--- src/rtl/stb_req_responder.sv ---
// Responder side of the stb_req/stb_valid strobe handshake: measures the reference
// period, fires one strobe at a clamped coarse offset after a reference edge, and reports done/timeout.
module stb_req_responder #(
  parameter int CNT_W   = 32,
  parameter int TIMEOUT = 1 << 20,
  parameter int STB_W   = 1
) (
  input  logic             clk_i,
  input  logic             arstn_i,
  input  logic             sig_i,
  input  logic [CNT_W-1:0] coarse_dly_i,
  input  logic             stb_req_i,
  output logic             stb_valid_o,
  output logic             stb_o,
  output logic [CNT_W-1:0] period_o,
  output logic             err_o,
  output logic             busy_o
);

  localparam logic [2:0] S_IDLE   = 3'd0;
  localparam logic [2:0] S_WAIT1  = 3'd1;
  localparam logic [2:0] S_MEAS   = 3'd2;
  localparam logic [2:0] S_DELAY  = 3'd3;
  localparam logic [2:0] S_STROBE = 3'd4;
  localparam logic [2:0] S_DONE   = 3'd5;
  localparam logic [2:0] S_ERR    = 3'd6;

  localparam logic [CNT_W-1:0] TO_C   = CNT_W'(TIMEOUT);
  localparam logic [CNT_W-1:0] STBW_C = CNT_W'(STB_W);
  localparam logic [CNT_W-1:0] ONE_C  = CNT_W'(1);

  logic             sync1_q, sync2_q, sync3_q, rise_q;
  logic [2:0]       state_q, state_d;
  logic [CNT_W-1:0] cnt_q, cnt_d;
  logic [CNT_W-1:0] dly_q, dly_d;
  logic [CNT_W-1:0] period_q, period_d;
  logic             stb_q, stb_d;
  logic             valid_q, valid_d;
  logic             err_q, err_d;
  logic [CNT_W-1:0] cnt_inc;
  logic [CNT_W-1:0] eff;

  always_ff @(posedge clk_i or negedge arstn_i) begin
    if (!arstn_i) begin
      sync1_q <= 1'b0;
      sync2_q <= 1'b0;
      sync3_q <= 1'b0;
      rise_q  <= 1'b0;
    end else begin
      sync1_q <= sig_i;
      sync2_q <= sync1_q;
      sync3_q <= sync2_q;
      rise_q  <= sync2_q & ~sync3_q;
    end
  end

  // Saturating increment; the timeout test uses the incremented value so ERR lands TIMEOUT cycles after accept.
  assign cnt_inc = (&cnt_q) ? cnt_q : cnt_q + ONE_C;
  assign eff     = (dly_q >= period_q) ? period_q - ONE_C : dly_q;

  always_comb begin
    state_d  = state_q;
    cnt_d    = cnt_q;
    dly_d    = dly_q;
    period_d = period_q;
    stb_d    = stb_q;
    valid_d  = valid_q;
    err_d    = err_q;
    case (state_q)
      S_IDLE: begin
        if (stb_req_i && !valid_q) begin
          dly_d   = coarse_dly_i;
          cnt_d   = '0;
          err_d   = 1'b0;
          state_d = S_WAIT1;
        end
      end
      S_WAIT1, S_MEAS: begin
        if (!stb_req_i) begin
          stb_d   = 1'b0;
          state_d = S_IDLE;
        end else if (rise_q) begin
          if (state_q == S_MEAS) begin
            period_d = cnt_q;
            cnt_d    = '0;
            state_d  = S_DELAY;
          end else begin
            cnt_d   = ONE_C;
            state_d = S_MEAS;
          end
        end else if (cnt_inc >= TO_C) begin
          valid_d = 1'b1;
          err_d   = 1'b1;
          state_d = S_ERR;
        end else begin
          cnt_d = cnt_inc;
        end
      end
      S_DELAY: begin
        if (!stb_req_i) begin
          stb_d   = 1'b0;
          state_d = S_IDLE;
        end else if (cnt_q == eff) begin
          stb_d   = 1'b1;
          cnt_d   = ONE_C;
          state_d = S_STROBE;
        end else begin
          cnt_d = cnt_inc;
        end
      end
      S_STROBE: begin
        if (!stb_req_i) begin
          stb_d   = 1'b0;
          state_d = S_IDLE;
        end else if (cnt_q >= STBW_C) begin
          stb_d   = 1'b0;
          valid_d = 1'b1;
          state_d = S_DONE;
        end else begin
          cnt_d = cnt_inc;
        end
      end
      S_DONE, S_ERR: begin
        if (!stb_req_i) begin
          valid_d = 1'b0;
          state_d = S_IDLE;
        end
      end
      default: begin
        stb_d   = 1'b0;
        valid_d = 1'b0;
        state_d = S_IDLE;
      end
    endcase
  end

  always_ff @(posedge clk_i or negedge arstn_i) begin
    if (!arstn_i) begin
      state_q  <= S_IDLE;
      cnt_q    <= '0;
      dly_q    <= '0;
      period_q <= '0;
      stb_q    <= 1'b0;
      valid_q  <= 1'b0;
      err_q    <= 1'b0;
    end else begin
      state_q  <= state_d;
      cnt_q    <= cnt_d;
      dly_q    <= dly_d;
      period_q <= period_d;
      stb_q    <= stb_d;
      valid_q  <= valid_d;
      err_q    <= err_d;
    end
  end

  assign stb_valid_o = valid_q;
  assign stb_o       = stb_q;
  assign period_o    = period_q;
  assign err_o       = err_q;
  assign busy_o      = (state_q != S_IDLE);

endmodule

--- config.mk ---
export PLATFORM = sky130hd
export DESIGN_NAME = stb_req_responder
export DESIGN_NICKNAME = d
export VERILOG_FILES = /design/src/rtl/stb_req_responder.sv
export SDC_FILE = /design/constraint.sdc
export NUM_CORES = 1
export LEC_CHECK = 0
export BUFFER_PORTS_ARGS = -buffer_cell sky130_fd_sc_hd__buf_2
export CORE_MARGIN = 2
export CORE_UTILIZATION = 64
export CTS_CLUSTER_DIAMETER = 40
export CTS_CLUSTER_SIZE = 10
export DETAILED_ROUTE_END_ITERATION = 7
export GPL_ROUTABILITY_DRIVEN = 0
export PLACE_DENSITY = 0.85
export SLEW_MARGIN = 0
export SYNTH_ARGS = -nofsm -noshare
export SYNTH_HDL_FRONTEND = slang
export SYNTH_SLANG_ARGS = --single-unit
--- constraint.sdc ---
create_clock -name clk_i -period 9.46 [get_ports clk_i]
set_input_delay 0.946 -clock clk_i [delete_from_list [all_inputs] [get_ports clk_i]]
set_output_delay 0.946 -clock clk_i [all_outputs]
set_load 0.005 [all_outputs]
# After elaboration in Yosys (flattened, before gate mapping)

Cells that the tools add are included.

Memories: 0
Bits in writable memories: 0
ROM bits: 0
Logic and storage cells: 96
Latch bits: 0
Register bits: 106
Output and inout bits: 36

Equal/unequal tests: 21
Div/mod/pow operators: 0
Bitwise gates (word level): 4
$mul: 0
Reductions and logical operators: 18
Shift operators: 0
Mux-type cells: 37
Add/sub/neg operators: 2
$lt $le $gt $ge: 3

Operators by type and width:

| cell                                                                                   | number |
|---|---|
| 32-bit 2-to-1 mux                                                                      | 10 |
| 32-bit one-hot mux with 4 select lines                                                 | 1 |
| 32-bit by 1-bit adder with 32-bit output (second input constant)                       | 1 |
| 32-bit == test                                                                         | 1 |
| 32-bit by 1-bit greater-or-equal comparator with 1-bit output (second input constant)  | 1 |
| 32-bit by 21-bit greater-or-equal comparator with 1-bit output (second input constant) | 1 |
| 32-bit greater-or-equal comparator                                                     | 1 |
| 32-bit AND reduction                                                                   | 1 |
| 32-bit by 1-bit subtractor with 32-bit output (second input constant)                  | 1 |
| 3-bit 2-to-1 mux                                                                       | 9 |
| 2-bit != test (second input constant)                                                  | 10 |
| 3-bit one-hot mux with 5 select lines                                                  | 1 |
| 7-bit AND reduction                                                                    | 2 |
| 1-bit 2-to-1 mux                                                                       | 13 |
| 5-bit AND reduction                                                                    | 2 |
| 3-bit == test (second input constant)                                                  | 3 |
| 3-bit != test (second input constant)                                                  | 3 |
| 1-bit one-hot mux with 4 select lines                                                  | 2 |
| 4-bit AND reduction                                                                    | 2 |
| 3-bit by 2-bit == test with 1-bit output (second input constant)                       | 2 |
| 2-bit OR reduction                                                                     | 3 |
| 4-bit != test (second input constant)                                                  | 1 |
| 4-bit nonzero test                                                                     | 1 |
| 3-bit by 1-bit == test with 1-bit output (second input constant)                       | 1 |
| other kinds (10)                                                                       | 12 |

# Logic depth before layout (Yosys ltp)

Word-level depth: 7
Depth in mapped cells: 19

# Worst setup path before layout

No wires, ideal clock.

Path type: reg-to-reg
Start point: reg period_q[14] (netlist: period_o[14])
End point: reg cnt_q[6]
Slack: 5.413 ns
Period minus slack after synthesis: 4.047 ns
Cell stages (with the launch flop): 20
Data arrival time: 3.921 ns
Required time: 9.334 ns
Cells stage by stage: dfrtp_1 -> inv_1 -> ha_1 -> nand4_1 -> or3_1 -> o311ai_1 -> o31a_1 -> buf_2 -> clkbuf_1 -> buf_2 -> o211ai_1 -> o2111ai_1 -> nand4_1 -> nor4_1 -> nand4_2 -> a21boi_2 -> buf_4 -> buf_4 -> nor2_1 -> a221o_1

Cells in the longest elaborated chain, start to end: 6

RTL lines:

| item                                                                                                | line | text |
|---|---|---|
| from (decl)                                                                                         | 36   | `logic [CNT_W-1:0] period_q, period_d;` |
| from (signal assigned)                                                                              | 150  | `period_q <= period_d;` |
| 32-bit by 1-bit subtractor with 32-bit output or 32-bit greater-or-equal comparator (tied branches) | 59   | `assign eff = (dly_q >= period_q) ? period_q - ONE_C : dly_q;` |
| 32-bit 2-to-1 mux *                                                                                 | 59   |  |
| 32-bit == test *                                                                                    | 103  | `end else if (cnt_q == eff) begin` |
| 32-bit 2-to-1 mux *                                                                                 | 103  |  |
| 32-bit 2-to-1 mux *                                                                                 | 100  | `if (!stb_req_i) begin` |
| 32-bit one-hot mux with 4 select lines *                                                            | 69   | `case (state_q)` |
| to (signal assigned)                                                                                | 148  | `cnt_q <= cnt_d;` |
| to (decl)                                                                                           | 34   | `logic [CNT_W-1:0] cnt_q, cnt_d;` |

Mark *: on every way between the ends. The rest lies on a longest branch, timed or not. The select of a mux whose other input is x is not followed.
A chain may end at the register's enable or synchronous reset.

# Worst setup path after layout

Start point: reg period_q[17] (netlist: period_o[17])
End point: reg cnt_q[23]

Same word-level chain as after synthesis.

==> summary.txt <==
Clock network
  – Clock root buffer: clkbuf_16
  – Clk buf depth: 2
  – CTS H-Tree Depth: 3
  – CTS Buf Count: 9
  – Clk Latency, worst-skew pair: 0.36 ns
  – Cts hold-fix bufs: 0
  – Post-CTS setup buffers: 0
  – Post-cts sizing count: 0
  – CTS clk-pin slew, worst paths: 0.07 ns
  – CTS tree: done
  – TritonCTS Sinks: 106

Floorplanning
  – Row cnt: 40
  – Area of the die: 13100 um2
  – IO Pins: 72
  – Core area: 12000 um2
  – Starting density of the core: 0.651
  – Die Wd: 114 um
  – Die Ht: 114 um

Layout
  – Final net count: 1020
  – # diodes: 0
  – Commonest non-fill, non-tap cell in the layout: dfrtp_1
  – Fraction of layout instances using a drive strength above 1: 0.166
  – Util after Layout: 0.704
  – Most frequent cells in the layout: dfrtp_1, nand2_1, o21ai_0, buf_2, nor2_1
  – Area grow syn2layout: 8.11%

Global routing
  – First-pass GRT wire length: 34700 um
  – Largest net degree at the start of global routing: 66
  – GRT met2 Usage: 0.533
  – Met1 usage: 0.453
  – Vias in the first global route: 6918
  – Met3 usage: 0.0736
  – Gr busiest metal: met2
  – GRT Resource Usage Total: 0.333
  – Grt ovf: 0
  – Antenna violations before repair: 0

Power
  – Register share of total power: 0.333
  – Peak supply drop: 230 uV
  – Overall Power: 2.48 mW
  – Comb pwr share: 0.499
  – Clock share of power: 0.168
  – Sw frac: 0.443
  – Pwr per Cell Area: 294 nW/um2
  – Leakage power: 3.65 nW
  – Switching power: 1.10 mW
  – Internal power: 1.38 mW

Critical path
  – Crit path DAT: 5.94 ns
  – Max Fanout on Critical Path: 38
  – R2r worst-path depth: 15
  – Worst Setup End Kind: flop
  – Reg2Reg Setup Slack: 3.76 ns
  – Reg2reg end: cnt_q[23]
  – Crit Path Class: reg -> reg
  – Critical path required time: 9.70 ns
  – CP Launch Type: flop
  – Reg-to-reg startpoint: period_o[17]

Timing
  – Worst hold margin: 0.356 ns
  – Hold Vio Cnt, Final: 0
  – RSZ-0062 raised after global routing: no
  – Max-Slew Margin vs Limit: 0.197
  – Sum of negative setup slack: 0 ns
  – Final min period: 5.70 ns
  – Max Freq: 175 MHz
  – Max-slew violation count: 0
  – Final clock skew: 0.00942 ns
  – Final period utilization: 0.603
  – Worst-Margin Slew: 1.20 ns
  – Final setup viols: 0

Placement
  – Hpwl dp: 14800 um
  – PortBufs: 71

Synth
  – Synth Register Bits: 106
  – Mapped Nets: 1008
  – Post-synthesis cell area: 7790 um2
  – Top_reg_cell synth: dfrtp_1
  – Syn_area_per_cell: 8.33 um2
  – Unique masters post-synth: 65
  – Mapped Cells: 936
  – Part of the Yosys area used for sequential elements: 0.340
  – Fraction of registers with async set or reset after synthesis: 1.00
  – Ys Warns: 0
  – Post-synth EDFFs: 0

Drt
  – 1st-pass router iterations: 7
  – Via count: 7350
  – # DRC: 0
  – Antenna-violating nets left: 0
  – Mean routed wirelength per cell: 18.9 um
  – Initial DRC count: 976
  – Total wire length: 20800 um
  – Vias per cell: 6.68

Run
  – Max Cap Violations: 0

Min path
  – Min-delay worst type: reg -> reg
  – Worst hold path cell count: 0
  – Worst Hold End: sync2_q
  – Hold path startpoint: sync1_q

Status
  – Run status: completed
-- sequential cells by signal (all words and copies together), names as in the netlist --
register / cells
err_o: 1
rise_q: 1
sync3_q: 1
sync1_q: 1
cnt_q: 32
period_o: 32
dly_q: 32
stb_o: 1
sync2_q: 1
state_q: 3
stb_valid_o: 1
-- routing by layer --
metal	up-vias	wire (um)
met5	-	0
li1	3449	-
met2	337	9810
met3	50	1580
met4	0	549
met1	3514	8910
-- worst max path at each step --
stage	from	depth (start not counted)	endpoint	slack, ns
floorplan	period_o[14]	19	cnt_q[6]	5.41
global placement	period_o[17]	15	cnt_q[23]	4.21
detailed placement	period_o[19]	15	cnt_q[23]	4.02
CTS	period_o[17]	15	cnt_q[23]	3.95
global route	period_o[19]	15	cnt_q[15]	3.38
finish	period_o[17]	15	cnt_q[23]	3.76
-- cell families (layout without fill, tap and decap cells) --
group / count (synthesis) / in the layout / synth area share
buffers and inverters: 126 / 143 / 0.0637
flip-flops: 106 / 106 / 0.340
AO/OA/AOI/OAI: 223 / 223 / 0.189
multiplexers: 38 / 38 / 0.0540
XOR/XNOR: 38 / 38 / 0.0427
AND/OR/NAND/NOR: 369 / 369 / 0.252
adder cells (fa/ha/maj): 36 / 36 / 0.0578
-- synth_stat cells, types with 8 or more instances --
master	instances	area share
nor4_1	19	0.015
nand2_1	90	0.043
a211o_1	8	0.0090
o211ai_1	11	0.011
nand3_1	25	0.016
mux2_2	32	0.046
clkbuf_1	58	0.028
nand2b_1	11	0.0088
o2111ai_1	8	0.0090
a21o_1	12	0.012
and4_1	8	0.0090
nor3_1	32	0.021
nor2_1	61	0.029
or4_1	16	0.015
o21ai_0	80	0.051
o22ai_1	8	0.0064
a221o_1	13	0.017
a211oi_1	13	0.013
inv_1	48	0.023
and3_1	13	0.010
and2_1	12	0.0096
nand4_1	34	0.027
a21oi_1	30	0.019
xnor2_1	37	0.042
buf_1	9	0.0043
or3_1	8	0.0064
dfrtp_1	106	0.34
ha_1	36	0.058
or2_2	16	0.013
-- per-stage QoR --
stage / area [um2] / setup slack, ns / cells
floorplan: 7790 / 5.41 / 936
global placement: 8100 / 4.21 / 1084
detailed placement: 8100 / 4.02 / 1084
CTS: 8420 / 3.95 / 1100
global route: 8420 / 3.38 / 1100
finish: 8420 / 3.76 / 1100
-- power groups by stage --
stage,combinational [mW],sequential [mW],clock [mW]
6_report,1.24,0.826,0.417
5_1_grt,1.38,0.847,0.439
4_1_cts,1.22,0.815,0.422
3_5_place_dp,1.20,0.820,0
3_3_place_gp,1.17,0.816,0
2_1_floorplan,0.935,0.738,0
-- critical path, stage by stage, from the launching register on --
cell	delay, ns
dfrtp_1	0.40
inv_1	0.10
ha_1	0.32
a21oi_1	0.15
o21ai_0	0.15
a221oi_1	0.53
o21a_1	0.85
nand2_1	0.56
o21ai_0	0.37
xnor2_1	0.10
nor4_1	0.41
nand4_2	0.30
a21boi_2	0.19
buf_4	0.35
nor2_1	0.36
a221o_1	0.43
-- final cells by class --
class,instances,area [um2]
tap,147,184
multi-input combinational,704,4660
inverter,48,180
sequential,106,2650
fill,941,3540
timing repair buffer,79,418
clock buffer,11,243
clock inverter,5,85.1
No activity file was read; power rests on OpenSTA's default activity.
